$ cat config.mk
export PLATFORM = sky130hd
export DESIGN_NAME = render_menu
export DESIGN_NICKNAME = d
export VERILOG_FILES = /design/src/rtl/menu_pkg.sv /design/src/rtl/menu_glyph_rom.sv /design/src/rtl/render_menu.sv
export SDC_FILE = /design/constraint.sdc
export NUM_CORES = 1
export LEC_CHECK = 0
export ABC_CLOCK_PERIOD_IN_PS = 5700
export CAP_MARGIN = 15
export CORE_MARGIN = 10
export CORE_UTILIZATION = 40
export CTS_CLUSTER_DIAMETER = 200
export DETAILED_ROUTE_END_ITERATION = 7
export PLACE_DENSITY = 0.56
export SLEW_MARGIN = 20
export SYNTH_ARGS = -nofsm -noshare
export SYNTH_HDL_FRONTEND = slang
export SYNTH_SLANG_ARGS = --single-unit
$ cat constraint.sdc
create_clock -name clk -period 5.7 [get_ports clk]
set_input_delay 1.14 -clock clk [delete_from_list [all_inputs] [get_ports clk]]
set_output_delay 1.14 -clock clk [all_outputs]
set_load 0.02 [all_outputs]
$ cat src/rtl/menu_pkg.sv
// Shared constants and types for the menu renderer: screen geometry, colours,
// selection FSM encoding, pixel-pipeline region tags and glyph ROM layout.
package menu_pkg;

  localparam int unsigned AddrW = 16;

  // Active display area
  localparam logic [9:0] ActiveW = 10'd640;
  localparam logic [9:0] ActiveH = 10'd480;

  // Title box, inclusive corners
  localparam logic [9:0] TitleX0 = 10'd170;
  localparam logic [9:0] TitleX1 = 10'd469;
  localparam logic [9:0] TitleY0 = 10'd150;
  localparam logic [9:0] TitleY1 = 10'd249;

  // Button i occupies y BtnY0+BtnPitch*i .. +BtnH
  localparam logic [9:0]  BtnX0    = 10'd200;
  localparam logic [9:0]  BtnX1    = 10'd439;
  localparam logic [9:0]  BtnY0    = 10'd270;
  localparam logic [9:0]  BtnH     = 10'd59;
  localparam int unsigned BtnPitch = 80;

  // Label sub-box inside each button; y offset is relative to the button top
  localparam logic [9:0] LblX0   = 10'd220;
  localparam logic [9:0] LblX1   = 10'd419;
  localparam logic [9:0] LblYOff = 10'd10;
  localparam logic [9:0] LblH    = 10'd39;

  // Box sizes in screen pixels, before scaling down to bitmap pixels
  localparam int unsigned TitleBoxW = 300;
  localparam int unsigned TitleBoxH = 100;
  localparam int unsigned LblBoxW   = 200;
  localparam int unsigned LblBoxH   = 40;

  // RGB444 colours
  localparam logic [11:0] ColBlack   = 12'h000;
  localparam logic [11:0] ColWhite   = 12'hfff;
  localparam logic [11:0] ColPressed = 12'h743;
  localparam logic [11:0] ColHover   = 12'h632;
  localparam logic [11:0] ColBtn     = 12'h521;

  typedef enum logic [1:0] {
    StIdle,
    StPressed,
    StConfirm,
    StLockout
  } menu_state_e;

  // Region tags travelling alongside the pixel pipeline; all-zero is background
  typedef struct packed {
    logic        active;
    logic        title;    // inside title box and title currently visible
    logic        label;
    logic        box;
    logic [11:0] box_col;
    logic [1:0]  idx;
  } px_tag_t;

  function automatic int unsigned title_w(input int unsigned shift);
    return TitleBoxW >> shift;
  endfunction

  function automatic int unsigned title_h(input int unsigned shift);
    return TitleBoxH >> shift;
  endfunction

  function automatic int unsigned label_w(input int unsigned shift);
    return LblBoxW >> shift;
  endfunction

  function automatic int unsigned label_h(input int unsigned shift);
    return LblBoxH >> shift;
  endfunction

  // ROM layout: title bitmap at 0, then each label bitmap back to back
  function automatic int unsigned label_base(input int unsigned idx, input int unsigned tshift,
                                             input int unsigned bshift);
    return title_w(tshift) * title_h(tshift) + idx * label_w(bshift) * label_h(bshift);
  endfunction

  function automatic int unsigned rom_depth(input int unsigned n_btn, input int unsigned tshift,
                                            input int unsigned bshift);
    return label_base(n_btn, tshift, bshift);
  endfunction

  // Bitmap art is procedural: diagonal stripes derived from the linear address
  function automatic logic glyph_bit(input logic [AddrW-1:0] addr);
    return addr[2] ^ addr[4];
  endfunction

endpackage

$ cat src/rtl/menu_glyph_rom.sv
// Glyph ROM: title bitmap followed by the label bitmaps, 1-bit wide,
// registered read with one cycle of latency.
module menu_glyph_rom
  import menu_pkg::*;
#(
  parameter int unsigned Depth = 1
) (
  input  logic             clk_i,
  input  logic             rst_ni,
  input  logic [AddrW-1:0] addr_i,
  output logic             data_o
);

  logic data_q;

  // Registered read; addresses past the last bitmap read as blank
  always_ff @(posedge clk_i or negedge rst_ni) begin
    if (!rst_ni) begin
      data_q <= 1'b0;
    end else begin
      data_q <= (32'(addr_i) < Depth) ? glyph_bit(addr_i) : 1'b0;
    end
  end

  assign data_o = data_q;

endmodule

$ cat src/rtl/render_menu.sv
// Menu renderer: title plus stacked buttons drawn through a 3-stage pixel
// pipeline, with a frame-synchronous click FSM producing selection pulses.
module render_menu
  import menu_pkg::*;
#(
  parameter int unsigned N_BTN       = 2,
  parameter int unsigned TITLE_SHIFT = 2,
  parameter int unsigned BTN_SHIFT   = 1,
  parameter int unsigned LOCK_FRAMES = 8,
  parameter int unsigned BLINK_EN    = 0
) (
  input  logic        clk,
  input  logic        rst,
  input  logic [9:0]  h_cnt,
  input  logic [9:0]  v_cnt,
  input  logic        frame_start,
  input  logic [9:0]  mouse_x,
  input  logic [9:0]  mouse_y,
  input  logic        mouse_btn,
  output logic [11:0] pixel,
  output logic        sel_valid,
  output logic [1:0]  sel_idx
);

  localparam int unsigned      RomDepth = rom_depth(N_BTN, TITLE_SHIFT, BTN_SHIFT);
  localparam logic [AddrW-1:0] TitleWA  = AddrW'(title_w(TITLE_SHIFT));
  localparam logic [AddrW-1:0] LblWA    = AddrW'(label_w(BTN_SHIFT));
  localparam int unsigned      LockW    = (LOCK_FRAMES > 1) ? $clog2(LOCK_FRAMES) : 1;
  localparam logic [LockW-1:0] LockMax  = LockW'(LOCK_FRAMES - 1);

  // Shadow cursor, frame counter and frame tick
  logic [9:0] mx_q, my_q;
  logic       mb_q;
  logic [5:0] frame_cnt_q;
  logic       tick_q;

  // Selection FSM
  menu_state_e      state_q;
  logic [1:0]       press_idx_q;
  logic [LockW-1:0] lock_cnt_q;
  logic             btn_prev_q;
  logic             sel_valid_q;
  logic [1:0]       sel_idx_q;

  // Hover decode
  logic       hover_valid;
  logic [1:0] hover_idx;
  logic [9:0] hy0;

  // Pixel pipeline
  px_tag_t          s1_tag_d, s1_tag_q, s2_tag_q;
  logic [9:0]       s1_row_d, s1_col_d, s1_row_q, s1_col_q;
  logic [9:0]       by0;
  logic             title_vis;
  logic [AddrW-1:0] rom_addr;
  logic             rom_bit;
  logic [11:0]      pixel_d, pixel_q;

  // Sample the cursor once per frame so highlighting cannot change mid-frame
  always_ff @(posedge clk or negedge rst) begin
    if (!rst) begin
      mx_q        <= '0;
      my_q        <= '0;
      mb_q        <= 1'b0;
      frame_cnt_q <= '0;
      tick_q      <= 1'b0;
    end else begin
      tick_q <= frame_start;
      if (frame_start) begin
        mx_q        <= mouse_x;
        my_q        <= mouse_y;
        mb_q        <= mouse_btn;
        frame_cnt_q <= frame_cnt_q + 6'd1;
      end
    end
  end

  // Which existing button box holds the shadow cursor
  always_comb begin
    hover_valid = 1'b0;
    hover_idx   = '0;
    hy0         = '0;
    for (int i = 0; i < N_BTN; i++) begin
      hy0 = BtnY0 + 10'(BtnPitch * i);
      if (mx_q >= BtnX0 && mx_q <= BtnX1 && my_q >= hy0 && my_q <= hy0 + BtnH) begin
        hover_valid = 1'b1;
        hover_idx   = 2'(i);
      end
    end
  end

  // Click FSM, stepped one cycle after each frame_start so it sees fresh shadows
  always_ff @(posedge clk or negedge rst) begin
    if (!rst) begin
      state_q     <= StIdle;
      press_idx_q <= '0;
      lock_cnt_q  <= '0;
      btn_prev_q  <= 1'b0;
      sel_valid_q <= 1'b0;
      sel_idx_q   <= '0;
    end else begin
      sel_valid_q <= 1'b0;
      if (tick_q) begin
        btn_prev_q <= mb_q;
      end
      unique case (state_q)
        StIdle: begin
          if (tick_q && mb_q && !btn_prev_q && hover_valid) begin
            state_q     <= StPressed;
            press_idx_q <= hover_idx;
          end
        end
        StPressed: begin
          if (tick_q && !mb_q) begin
            if (hover_valid && hover_idx == press_idx_q) begin
              state_q     <= StConfirm;
              sel_valid_q <= 1'b1;
              sel_idx_q   <= press_idx_q;
            end else begin
              state_q <= StIdle;
            end
          end
        end
        StConfirm: begin
          lock_cnt_q <= '0;
          state_q    <= (LOCK_FRAMES == 0) ? StIdle : StLockout;
        end
        StLockout: begin
          if (tick_q) begin
            if (lock_cnt_q == LockMax) begin
              state_q <= StIdle;
            end else begin
              lock_cnt_q <= lock_cnt_q + 1'b1;
            end
          end
        end
        default: state_q <= StIdle;
      endcase
    end
  end

  assign title_vis = (BLINK_EN == 0) || !frame_cnt_q[5];

  // S1: region decode and bitmap row/column by shifting box-relative coordinates
  always_comb begin
    s1_tag_d        = '0;
    s1_row_d        = '0;
    s1_col_d        = '0;
    by0             = '0;
    s1_tag_d.active = (h_cnt < ActiveW) && (v_cnt < ActiveH);
    if (h_cnt >= TitleX0 && h_cnt <= TitleX1 && v_cnt >= TitleY0 && v_cnt <= TitleY1) begin
      s1_tag_d.title = title_vis;
      s1_row_d       = (v_cnt - TitleY0) >> TITLE_SHIFT;
      s1_col_d       = (h_cnt - TitleX0) >> TITLE_SHIFT;
    end
    for (int i = 0; i < N_BTN; i++) begin
      by0 = BtnY0 + 10'(BtnPitch * i);
      if (h_cnt >= BtnX0 && h_cnt <= BtnX1 && v_cnt >= by0 && v_cnt <= by0 + BtnH) begin
        s1_tag_d.box = 1'b1;
        s1_tag_d.idx = 2'(i);
        if (h_cnt >= LblX0 && h_cnt <= LblX1 &&
            v_cnt >= by0 + LblYOff && v_cnt <= by0 + LblYOff + LblH) begin
          s1_tag_d.label = 1'b1;
          s1_row_d       = (v_cnt - by0 - LblYOff) >> BTN_SHIFT;
          s1_col_d       = (h_cnt - LblX0) >> BTN_SHIFT;
        end
      end
    end
    if (s1_tag_d.box) begin
      if (state_q == StPressed && s1_tag_d.idx == press_idx_q) begin
        s1_tag_d.box_col = ColPressed;
      end else if (hover_valid && hover_idx == s1_tag_d.idx) begin
        s1_tag_d.box_col = ColHover;
      end else begin
        s1_tag_d.box_col = ColBtn;
      end
    end
  end

  // S1 and S2 pipeline registers
  always_ff @(posedge clk or negedge rst) begin
    if (!rst) begin
      s1_tag_q <= '0;
      s1_row_q <= '0;
      s1_col_q <= '0;
      s2_tag_q <= '0;
    end else begin
      s1_tag_q <= s1_tag_d;
      s1_row_q <= s1_row_d;
      s1_col_q <= s1_col_d;
      s2_tag_q <= s1_tag_q;
    end
  end

  // S2: linear ROM address; the ROM's own read register is the S2 boundary
  always_comb begin
    rom_addr = '0;
    if (s1_tag_q.title) begin
      rom_addr = AddrW'(s1_row_q) * TitleWA + AddrW'(s1_col_q);
    end else if (s1_tag_q.label) begin
      rom_addr = AddrW'(label_base(32'(s1_tag_q.idx), TITLE_SHIFT, BTN_SHIFT)) +
                 AddrW'(s1_row_q) * LblWA + AddrW'(s1_col_q);
    end
  end

  menu_glyph_rom #(
    .Depth (RomDepth)
  ) u_glyph_rom (
    .clk_i  (clk),
    .rst_ni (rst),
    .addr_i (rom_addr),
    .data_o (rom_bit)
  );

  // S3: colour priority resolution
  always_comb begin
    pixel_d = ColBlack;
    if (!s2_tag_q.active) begin
      pixel_d = ColBlack;
    end else if ((s2_tag_q.title || s2_tag_q.label) && rom_bit) begin
      pixel_d = ColWhite;
    end else if (s2_tag_q.box) begin
      pixel_d = s2_tag_q.box_col;
    end
  end

  // S3 output register
  always_ff @(posedge clk or negedge rst) begin
    if (!rst) begin
      pixel_q <= '0;
    end else begin
      pixel_q <= pixel_d;
    end
  end

  assign pixel     = pixel_q;
  assign sel_valid = sel_valid_q;
  assign sel_idx   = sel_idx_q;

endmodule
Word-level counts from Yosys, hierarchy flattened:

Index checks and enable logic that the tools add are counted.

* logic and storage cells: 155
* flip-flop bits (word level): 100
* output and inout port bits: 15

* $add $sub $neg: 12
* multipliers: 4
* eq/ne operators: 12
* magnitude comparators: 25
* bitwise logic cells: 1
* reduce and logical (&&, ||, !) cells: 36
* mux-type cells: 40

Operators with widths (number)
* <= comparator 10 x 9 -> 1 bit, second input constant: 10
* 2-to-1 mux 10 bit: 10
* >= comparator 10 x 9 -> 1 bit, second input constant: 6
* >= comparator 10 x 8 -> 1 bit, second input constant: 5
* 2-to-1 mux 12 bit: 3
* adder 16 x 10 -> 16 bit: 2
* 2-to-1 mux 16 bit: 2
* subtractor 10 x 8 -> 10 bit, second input constant: 3
* logical AND 1 bit: 27
* subtractor 10 x 4 -> 10 bit, second input constant: 2
* subtractor 10 x 9 -> 10 bit, second input constant: 2
* adder 15 x 16 -> 16 bit: 1
* less-than comparator 16 x 13 -> 1 bit, second input constant: 1
* multiplier 10 x 7 -> 16 bit, second input constant: 1
* 2-to-1 mux 8 bit: 2
* adder 11 x 14 -> 15 bit, first input constant: 1
* multiplier 10 x 5 -> 14 bit, second input constant: 1
* 2-to-1 mux 2 bit: 7
* 2-to-1 mux 1 bit: 11
* 2-to-1 mux 11 bit: 1
* <= comparator 10 x 8 -> 1 bit, second input constant: 1
* less-than comparator 10 bit, second input constant: 1
* less-than comparator 10 x 9 -> 1 bit, second input constant: 1
* multiplier 7 x 3 -> 10 bit, second input constant: 1
* 19 further kinds: 28

Logic depth before layout (Yosys ltp):

Gate-level depths: netlist of the first run.

* depth in word-level cells: 10
* depth in mapped cells: 20

Hierarchy:

From an unflattened synthesis of the first run, not the netlist that was laid out.

* cells, all modules: 761
* area, all modules: 7001.7 µm²

By module, submodules not included
* render_menu: area each 6919.1 µm², seq. area each 1776.7 µm², instances 1, cells an instance 753
* menu_glyph_rom: area each 82.6 µm², seq. area each 25.0 µm², instances 1, cells an instance 8

Worst setup path before layout of the first run:

No wires, ideal clock.

* path type: flip-flop to flip-flop
* start point: register s1_row_q[2]
* end point: register u_glyph_rom.data_q, in the netlist u_glyph_rom.data_o
* arrival time: 4.329 ns
* stages on the path, launching flop included: 20
* slack: 1.277 ns
* library setup time: 0.094 ns
* cells stage by stage: dfrtp_1 ha_1 ha_1 fa_1 ha_1 nor2b_1 nor2_1 xor2_1 ha_1 inv_1 ha_1 ha_1 a21oi_1 nand2_1 and3_1 a221o_1 xor2_1 a22oi_1 a21oi_1 a211oi_1

* cells in the longest elaborated chain, start to end: 7
* elaborated cells on any way between the ends: 10
* classes of those cells: add/sub: 3; mul: 2; order compare: 1; mux: 3; bitwise: 1

RTL lines
* start: declaration: RTL line render_menu.sv:52 `logic [9:0] s1_row_d, s1_col_d, s1_row_q, s1_col_q;`
* start signal: assignment: RTL line render_menu.sv:189 `s1_row_q <= s1_row_d;`
* multiplier 10 x 5 -> 14 bit: RTL line render_menu.sv:202 `AddrW'(s1_row_q) * LblWA + AddrW'(s1_col_q);`
* adder 15 x 16 -> 16 bit: RTL line render_menu.sv:201 `rom_addr = AddrW'(label_base(32'(s1_tag_q.idx), TITLE_SHIFT, BTN_SHIFT)) +`
* adder 16 x 10 -> 16 bit: RTL line render_menu.sv:202
* 2-to-1 mux 16 bit: RTL line render_menu.sv:200 `end else if (s1_tag_q.label) begin`
* 2-to-1 mux 16 bit (*): RTL line render_menu.sv:198 `if (s1_tag_q.title) begin`
* less-than comparator 16 x 13 -> 1 bit or XOR 1 bit (tied branches): RTL line menu_glyph_rom.sv:21, menu_pkg.sv:89
* 2-to-1 mux 1 bit (*): RTL line menu_glyph_rom.sv:21 `data_q <= (32'(addr_i) < Depth) ? glyph_bit(addr_i) : 1'b0;`
* end signal: assignment: RTL line menu_glyph_rom.sv:21
* end: declaration: RTL line menu_glyph_rom.sv:14 `logic data_q;`

Mark *: on every way between the ends. The rest lies on a longest branch, timed or not.
A chain may end at the register's enable or synchronous reset.

Worst setup path in the final report of the first run:

* start point: register s1_row_q[3]
* end point: register u_glyph_rom.data_q, in the netlist u_glyph_rom.data_o

* cells in the longest elaborated chain, start to end: 7
* elaborated cells on any way between the ends: 10
* classes of those cells: add/sub: 3; mul: 2; order compare: 1; mux: 3; bitwise: 1

RTL lines (RTL line)
* multiplier 10 x 5 -> 14 bit: render_menu.sv:202
* adder 15 x 16 -> 16 bit: render_menu.sv:201
* adder 16 x 10 -> 16 bit: render_menu.sv:202
* 2-to-1 mux 16 bit: render_menu.sv:200
* 2-to-1 mux 16 bit (*): render_menu.sv:198
* less-than comparator 16 x 13 -> 1 bit: menu_glyph_rom.sv:21
* 2-to-1 mux 1 bit (*): menu_glyph_rom.sv:21

Marks and branches as above.

==> results of run 1 <==
logic make-up after synthesis:
logic type,Yosys count
and+or+nand+nor,171
AOI/OAI and AO/OA,168
adders and majority gates,144
buffers and inverters,130
DFF,72
xor gates and xnor gates,37
muxes,26
other,1
cell type report:
class / instances / share of cell area
Sequential cell: 72 / 0.227
Inverter: 106 / 0.0502
Tap cell: 225 / 0.0355
Clock buffer: 9 / 0.0284
Multi-Input combinational cell: 547 / 0.583
Clock inverter: 7 / 0.00805
Timing Repair Buffer: 54 / 0.0673
per-layer routing:
metal	routed length (um)	vias to the layer above	share of wire	track usage
li1	-	2706	-	-
met1	7100	2630	0.45	0.163
met2	7680	114	0.49	0.236
met3	842	15	0.053	0.0330
met4	216	0	0.014	0.0399
met5	0	-	0	0
cell usage in the layout (no fill, tap or decap), types with 5 or more instances in the layout:
master                            instances
sky130_fd_sc_hd__a211oi_1                10
sky130_fd_sc_hd__a21o_1                   6
sky130_fd_sc_hd__a21oi_1                 30
sky130_fd_sc_hd__a22o_1                   8
sky130_fd_sc_hd__a22oi_1                  5
sky130_fd_sc_hd__a31oi_1                 11
sky130_fd_sc_hd__and3_1                   5
sky130_fd_sc_hd__clkbuf_16                9
sky130_fd_sc_hd__clkdlybuf4s50_1         52
sky130_fd_sc_hd__dfrtp_1                 72
sky130_fd_sc_hd__fa_1                    27
sky130_fd_sc_hd__ha_1                   117
sky130_fd_sc_hd__inv_1                  103
sky130_fd_sc_hd__mux2_2                  22
sky130_fd_sc_hd__nand2_1                 32
sky130_fd_sc_hd__nand2b_1                14
sky130_fd_sc_hd__nand3_1                 17
sky130_fd_sc_hd__nand4_1                  5
sky130_fd_sc_hd__nor2_1                  47
sky130_fd_sc_hd__nor2b_1                  9
sky130_fd_sc_hd__nor3_1                  13
sky130_fd_sc_hd__o211ai_1                 6
sky130_fd_sc_hd__o21a_1                   5
sky130_fd_sc_hd__o21ai_0                 39
sky130_fd_sc_hd__o22ai_1                  7
sky130_fd_sc_hd__xnor2_1                 24
sky130_fd_sc_hd__xor2_1                  13
state kept, by name, summed over array words and instances, names as in the netlist, 3 cells and up, named ones only:
register and flops:
s1_tag_q 10, s1_row_q 9, lock_cnt_q 3, pixel 7, mx_q 7, s2_tag_q 9
my_q 9, s1_col_q 9
worst paths after layout:
check                      depth (start not counted)         start            endpoint
min reg2reg                                        0  s1_tag_q[11]        s2_tag_q[11]
min                                                0  s1_tag_q[11]        s2_tag_q[11]
max                                               18   s1_row_q[3]  u_glyph_rom.data_o
min in group asynchronous                          2           rst           pixel[10]
max in group asynchronous                          2           rst             mx_q[5]
max reg2reg                                       18   s1_row_q[3]  u_glyph_rom.data_o
Yosys cell counts (3+ instances only):
cell type | instances | area, um^2
sky130_fd_sc_hd__nand3b_1 | 3 | 22.5
sky130_fd_sc_hd__nor3b_1 | 4 | 30.0
sky130_fd_sc_hd__mux2i_1 | 4 | 40.0
sky130_fd_sc_hd__fa_1 | 27 | 541
sky130_fd_sc_hd__clkbuf_1 | 8 | 30.0
sky130_fd_sc_hd__o211ai_1 | 6 | 45.0
sky130_fd_sc_hd__and3_1 | 5 | 31.3
sky130_fd_sc_hd__o2111ai_1 | 4 | 35.0
sky130_fd_sc_hd__o21ai_1 | 3 | 15.0
sky130_fd_sc_hd__nand4_1 | 5 | 31.3
sky130_fd_sc_hd__and2_1 | 4 | 25.0
sky130_fd_sc_hd__inv_2 | 3 | 11.3
sky130_fd_sc_hd__a31oi_1 | 11 | 68.8
sky130_fd_sc_hd__o21ai_0 | 39 | 195
sky130_fd_sc_hd__o22ai_1 | 7 | 43.8
sky130_fd_sc_hd__nor2b_1 | 9 | 56.3
sky130_fd_sc_hd__buf_4 | 11 | 82.6
sky130_fd_sc_hd__nor3_1 | 13 | 65.1
sky130_fd_sc_hd__a221o_1 | 4 | 40.0
sky130_fd_sc_hd__a21o_1 | 6 | 45.0
sky130_fd_sc_hd__a22o_1 | 8 | 70.1
sky130_fd_sc_hd__a211oi_1 | 10 | 75.1
sky130_fd_sc_hd__nand2b_1 | 14 | 87.6
sky130_fd_sc_hd__nand2_1 | 32 | 120
sky130_fd_sc_hd__dfrtp_1 | 72 | 1800
sky130_fd_sc_hd__xnor2_1 | 24 | 210
sky130_fd_sc_hd__inv_1 | 103 | 387
sky130_fd_sc_hd__buf_2 | 3 | 15.0
sky130_fd_sc_hd__a22oi_1 | 5 | 37.5
sky130_fd_sc_hd__a211o_1 | 3 | 26.3
sky130_fd_sc_hd__xor2_1 | 13 | 114
sky130_fd_sc_hd__ha_1 | 117 | 1460
sky130_fd_sc_hd__o21a_1 | 5 | 37.5
sky130_fd_sc_hd__nor2_1 | 47 | 176
sky130_fd_sc_hd__mux2_2 | 22 | 248
sky130_fd_sc_hd__nor4_1 | 4 | 25.0
sky130_fd_sc_hd__nand3_1 | 17 | 85.1
sky130_fd_sc_hd__a21oi_1 | 30 | 150
where the power goes:
part           internal (mW)  leakage, nW  switching, mW
clock network          0.304        0.136          0.231
registers              0.532        0.956         0.0224
logic                  0.130         2.88          0.154
total                  0.965         3.97          0.408
metrics by stage:
stage | power, mW | utilization | hold slack (ps)
6_report | 1.37 | 0.461 | 346
5_1_grt | 1.46 | 0.461 | 355
4_1_cts | 1.39 | 0.461 | 345
3_5_place_dp | 0.847 | 0.444 | 335
3_3_place_gp | 0.840 | 0.444 | 334
2_1_floorplan | 0.754 | - | 331
==> metrics.md, run 1 <==
| Metric | Value |
|---|---|
| Highest attainable clock frequency | ~190 MHz |
| Area added between synthesis and finish | 13.9% |
| Placed cell area | 7630 um^2 |
| Avg Inst Size Synth | 9.29 um^2 |
| FF/Latch Area | 1800 um^2 |
| Critical Path Most Common Cell | sky130_fd_sc_hd__ha_1 |
| Global placement routability congestion | 0.862 |
| Clock latency at the later pin of the worst-skew pair | 340 ps |
| Post-Synthesis Cell Area | between 6000 and 7000 um^2 |
| Number of nets in the finished design | 978 |
| Result of the run | finished clean |
| Number of register bits inferred by synthesis | a little over 70 |
| Setup-violating endpoint count in the final report | 0 |
| Max stage delay cell, worst path | sky130_fd_sc_hd__dfrtp_1 |
| Post-Synthesis Net Count | 937 |
| Wire length of the first global-routing pass | 26.9 mm |
| Leakage power | 3.97 nW |
| CTS Buf Count | 9 |
| Final hold viol count | 0 |
| Clock edge transition at the registers on the reported setup and hold paths | approximately 60 ps |
| Cell type group with the largest total delay on the critical path | adder cells |
| Cell chosen for the clock root | sky130_fd_sc_hd__clkbuf_16 |
| Via count of the first global-routing pass | between 5000 and 6000 |
| Num Clock Sinks | 72 |
| Setup slack after placement | 487 ps |
| Cell count after placement | 1004 |
| Slack of the worst reg-to-reg path | 380 ps |
| HPWL Detailed | around 13 mm |
| CTS hold repair buffers | 0 |
| Startpoint type of the worst setup path | register |
| DRT iter0 DRCs | 331 |
| Number of vias in the routed layout | 5465 |
| Stage delay of the slowest cell on the critical path | around 550 ps |
| Sum of buffers and inverters on the critical path | 1 |
| Share of synthesized area spent on multiplexers | 0.0414 |
| Pin count of the biggest net entering global routing | 73 |
| Relative max-transition margin | 0.421 |
| N_diodes | 0 |
| Maximum root-to-sink buffer count | 2 |
| Worst Tran Pin Value | 868 ps |
| Critical path fanouts, max | 7 |
| Total Routing Usage GR | 0.136 |
| Detail-routed via count per cell | 5.36 |
| IO buf count | 53 |
| Required @ worst endpoint | between 5000 and 6000 ps |
| Wire length after detailed routing | 15.8 mm |
| Post-route setup TNS | 0 ps |
| Count of different cell masters after synthesis | 71 |
| Die outline height | approximately 150 um |
| Post-synth EDFFs | 0 |
| Post-synthesis sequential area ratio | 0.259 |
| Setup repair bufs after CTS | 0 |
| Top-Level Pins | 59 |
| Fraction of the mapped netlist area in adder cells | 0.288 |
| Most instantiated flip-flop cell in the synthesis netlist | sky130_fd_sc_hd__dfrtp_1 |
| Hold WC Path Type | reg -> reg |
| Number of H-tree levels | 3 |
| Fin worst setup slack | roughly 380 ps |
| Sequence of cells on the critical path | ha_1, ha_1, fa_1, ha_1, nor2b_1, nor2_1, xor2_1, ha_1, inv_1, ha_1, ha_1, nor4_1, nand2_1, nor4_1, mux2i_1, nor4_1, a21boi_0, a211oi_1 |
| Fin crit period | 5320 ps |
| Ratio of total power to cell area | 173 nW/um^2 |
| Overall overflow remaining after global route | 0 |
| Post-DRT Antenna Nets | 0 |
| Detailed-routing iteration count for the pre-antenna-repair pass | 4 |
| Peak supply drop | around 0.19 mV |
| Number of gates resized after cts | 0 |
| Final max-slew violation count | 0 |
| Fraction of layout cells with a size suffix above 1 | 0.0642 |
| Antenna violations before repair | 0 |
| Post-Synth XOR/XNOR Area | 0.0466 |
| Post-route standard cell area excluding fillers | 7920 um^2 |
| TritonCTS clock tree | built |
| Synthesized-area fraction occupied by and/or/nand/nor cells | 0.125 |
| Area of the multi-input gates | about 4600 um^2 |
| Unrepaired setup endpoints after global routing | false |
| Element type at the critical path end | register |
| Share of synthesized registers carrying an async set or reset | 1.00 |
| Final worst clock skew | approximately 5.1 ps |
| # Max-Cap Violations | 0 |
| Starting density of the core | 0.405 |
| Core box area | 17200 um^2 |
| Die Footprint | 23100 um^2 |
| Share of the synthesized area in compound gates (AO/OA/AOI/OAI) | 0.162 |
| Horizontal extent of the die | 152 um |
| Period Utilization, post-route | 0.934 |
| FILL cells | ~1700 |
| Number of instances in the synthesized netlist | ~750 |
| Count of warnings emitted by yosys | 0 |
| Placement row count | 48 |
| Per-cell routed wire length | about 16 um |
| DRC violations left | 0 |
| Dominant combinational cell family by area after synthesis | adder cells |
| Data arrival time at the worst-slack endpoint | 5490 ps |
| Final instance count without filler cells | ~1000 |
| Start-to-end type of the worst setup path | reg -> reg |
Note: power is estimated with default switching activity, not from simulation.
==> run 2: changes to the inputs <==
--- a/config.mk
+++ b/config.mk
@@ -7,11 +7,14 @@
 export LEC_CHECK = 0
 export ABC_CLOCK_PERIOD_IN_PS = 5700
 export CAP_MARGIN = 15
+export CELL_PAD_IN_SITES_DETAIL_PLACEMENT = 0
+export CELL_PAD_IN_SITES_GLOBAL_PLACEMENT = 1
 export CORE_MARGIN = 10
 export CORE_UTILIZATION = 40
 export CTS_CLUSTER_DIAMETER = 200
 export DETAILED_ROUTE_END_ITERATION = 7
-export PLACE_DENSITY = 0.56
+export HOLD_SLACK_MARGIN = 0.05
+export PLACE_DENSITY = 0.69
 export SLEW_MARGIN = 20
 export SYNTH_ARGS = -nofsm -noshare
 export SYNTH_HDL_FRONTEND = slang
==> run 2 against run 1 <==
Via count rose by 0.15%. Die area stayed put. Count of clock-buffer cells in the layout is 2 higher. Power up 2.9%. Clock power is 7.7% higher. Worst hold slack better by 0.67 ps. Register-to-register slack is essentially flat. Critical endpoint unchanged. Highest routed layer unchanged.
==> metrics.md, run 2 (synthesis gave the netlist of run 1 again) <==
| Metric | Value |
|---|---|
| Max stage delay cell, worst path | sky130_fd_sc_hd__fa_1 |
| Die outline height | 152 um |
| Setup repair bufs after CTS | 0 |
| Starting density of the core | 0.405 |
| Ratio of total power to cell area | ~180 nW/um^2 |
| Peak supply drop | ~0.20 mV |
| Post-route setup TNS | 0 ps |
| Area of the multi-input gates | about 4600 um^2 |
| Relative max-transition margin | 0.432 |
| CTS hold repair buffers | 0 |
| Fin worst setup slack | 378 ps |
| Post-route standard cell area excluding fillers | 7950 um^2 |
| Pwr Total | ~1.4 mW |
| Cell chosen for the clock root | sky130_fd_sc_hd__clkbuf_16 |
| Leading cell type in the layout, fill and taps excluded | sky130_fd_sc_hd__ha_1 |
| Maximum root-to-sink buffer count | 2 |
| Pin count of the biggest net entering global routing | 73 |
| Detailed-routing iteration count for the pre-antenna-repair pass | 5 |
| Startpoint type of the worst setup path | register |
| Critical path fanouts, max | 7 |
| Top-Level Pins | 59 |
| Horizontal extent of the die | between 150 and 200 um |
| CTS Buf Count | 9 |
| # Max-Cap Violations | 0 |
| Wire length after detailed routing | roughly 16 mm |
| Sequence of cells on the critical path | ha_1, ha_1, ha_1, inv_1, fa_1, fa_1, fa_1, inv_1, ha_1, nor4_1, nand2_1, nor4_1, mux2i_1, nor4_1, a21boi_0, a211oi_1 |
| Global placement routability congestion | 0.832 |
| HPWL Detailed | 12.9 mm |
| Highest attainable clock frequency | 188 MHz |
| Fin crit period | 5320 ps |
| Result of the run | finished clean |
| N_diodes | 0 |
| Antenna violations before repair | 0 |
| Final worst clock skew | approximately 3.7 ps |
| Final max-slew violation count | 0 |
| Number of gates resized after cts | 0 |
| FILL cells | 1656 |
| Setup slack after placement | 473 ps |
| Via count of the first global-routing pass | ~5500 |
| Critical Path Most Common Cell | sky130_fd_sc_hd__ha_1 |
| Num Clock Sinks | 72 |
| TritonCTS clock tree | built |
| Die Footprint | between 20000 and 25000 um^2 |
| Start-to-end type of the worst setup path | reg -> reg |
| Final hold viol count | 0 |
| Number of nets in the finished design | approximately 980 |
| FF/Latch Area | 1800 um^2 |
| Per-cell routed wire length | around 15 um |
| Area added between synthesis and finish | 14.3% |
| Number of vias in the routed layout | 5473 |
| Clock edge transition at the registers on the reported setup and hold paths | roughly 60 ps |
| Element type at the critical path end | register |
| Data arrival time at the worst-slack endpoint | 5490 ps |
| Clock latency at the later pin of the worst-skew pair | around 330 ps |
| Placement row count | 48 |
| Required @ worst endpoint | 5860 ps |
| Unrepaired setup endpoints after global routing | false |
| Overall overflow remaining after global route | 0 |
| Placed cell area | approximately 7600 um^2 |
| Most frequent cells in the layout | sky130_fd_sc_hd__ha_1, sky130_fd_sc_hd__inv_1, sky130_fd_sc_hd__dfrtp_1 |
| Wire length of the first global-routing pass | 26.6 mm |
| Fraction of layout cells with a size suffix above 1 | 0.0642 |
| Leakage power | 3.99 nW |
| Post-DRT Antenna Nets | 0 |
| Total Routing Usage GR | 0.135 |
| Stage delay of the slowest cell on the critical path | 520 ps |
| DRT iter0 DRCs | 200 |
| Setup-violating endpoint count in the final report | 0 |
| DRC violations left | 0 |
| IO buf count | 53 |
| Cell type group with the largest total delay on the critical path | adder cells |
| Max FFs per register | 10 |
| Hold WC Path Type | reg -> reg |
| Register name with the most flops | s1_tag_q |
| Detail-routed via count per cell | 5.37 |
| Sum of buffers and inverters on the critical path | 2 |
| Number of H-tree levels | 3 |
| Period Utilization, post-route | 0.934 |
| Core box area | 17200 um^2 |
| Worst Tran Pin Value | 852 ps |
[run 2: cell count changes in the layout (fill, tap and decap cells not counted), sizes merged]
cell,previous run,this run
inv,110,108
clkbuf,9,11
clkinv,1,0
bufinv,0,1
[run 2: layout make-up]
class,instances,share of cell area
Clock buffer,11,0.0318
Timing Repair Buffer,54,0.0670
Sequential cell,72,0.227
Multi-Input combinational cell,547,0.581
Tap cell,225,0.0354
Clock inverter,5,0.00787
Inverter,106,0.0500
[run 2: per-layer routing]
layer / part of all wire / vias up / track usage
li1: - / 2701 / -
met1: 0.45 / 2656 / 0.163
met2: 0.50 / 101 / 0.239
met3: 0.039 / 15 / 0.0257
met4: 0.014 / 0 / 0.0344
met5: 0 / - / 0
[run 2: final timing paths]
| check | from | endpoint | slack, ps | cells past startpoint |
|---|---|---|---|---|
| setup / recovery | s1_row_q[1] | u_glyph_rom.data_o | 380 | 16 |
| hold / removal | s1_tag_q[11] | s2_tag_q[11] | 350 | 0 |
| setup reg to reg | s1_row_q[1] | u_glyph_rom.data_o | 380 | 16 |
| hold reg to reg | s1_tag_q[11] | s2_tag_q[11] | 350 | 0 |
| max in group asynchronous | rst | s1_col_q[7] | 4140 | 2 |
| min in group asynchronous | rst | pixel[4] | 1010 | 2 |
[run 2: stage by stage]
step	utilization	hold WS, ps	cells
after floorplan	-	331	749
after global placement	0.444	333	1004
after detailed placement	0.444	336	1004
after CTS	0.463	348	1020
after global routing	0.463	355	1020
final	0.463	347	1020
[run 2: where the power goes]
group	switching, mW	leakage [nW]	internal, mW
logic	0.154	2.88	0.130
clock network	0.210	0.149	0.365
registers	0.0221	0.956	0.532
[run 2: worst register-to-register path: stages (launching register included)]
cell	delay, ps
sky130_fd_sc_hd__dfrtp_1	490
sky130_fd_sc_hd__ha_1	350
sky130_fd_sc_hd__ha_1	300
sky130_fd_sc_hd__ha_1	310
sky130_fd_sc_hd__inv_1	60
sky130_fd_sc_hd__fa_1	490
sky130_fd_sc_hd__fa_1	410
sky130_fd_sc_hd__fa_1	520
sky130_fd_sc_hd__inv_1	40
sky130_fd_sc_hd__ha_1	230
sky130_fd_sc_hd__nor4_1	410
sky130_fd_sc_hd__nand2_1	220
sky130_fd_sc_hd__nor4_1	270
sky130_fd_sc_hd__mux2i_1	120
sky130_fd_sc_hd__nor4_1	220
sky130_fd_sc_hd__a21boi_0	200
sky130_fd_sc_hd__a211oi_1	510
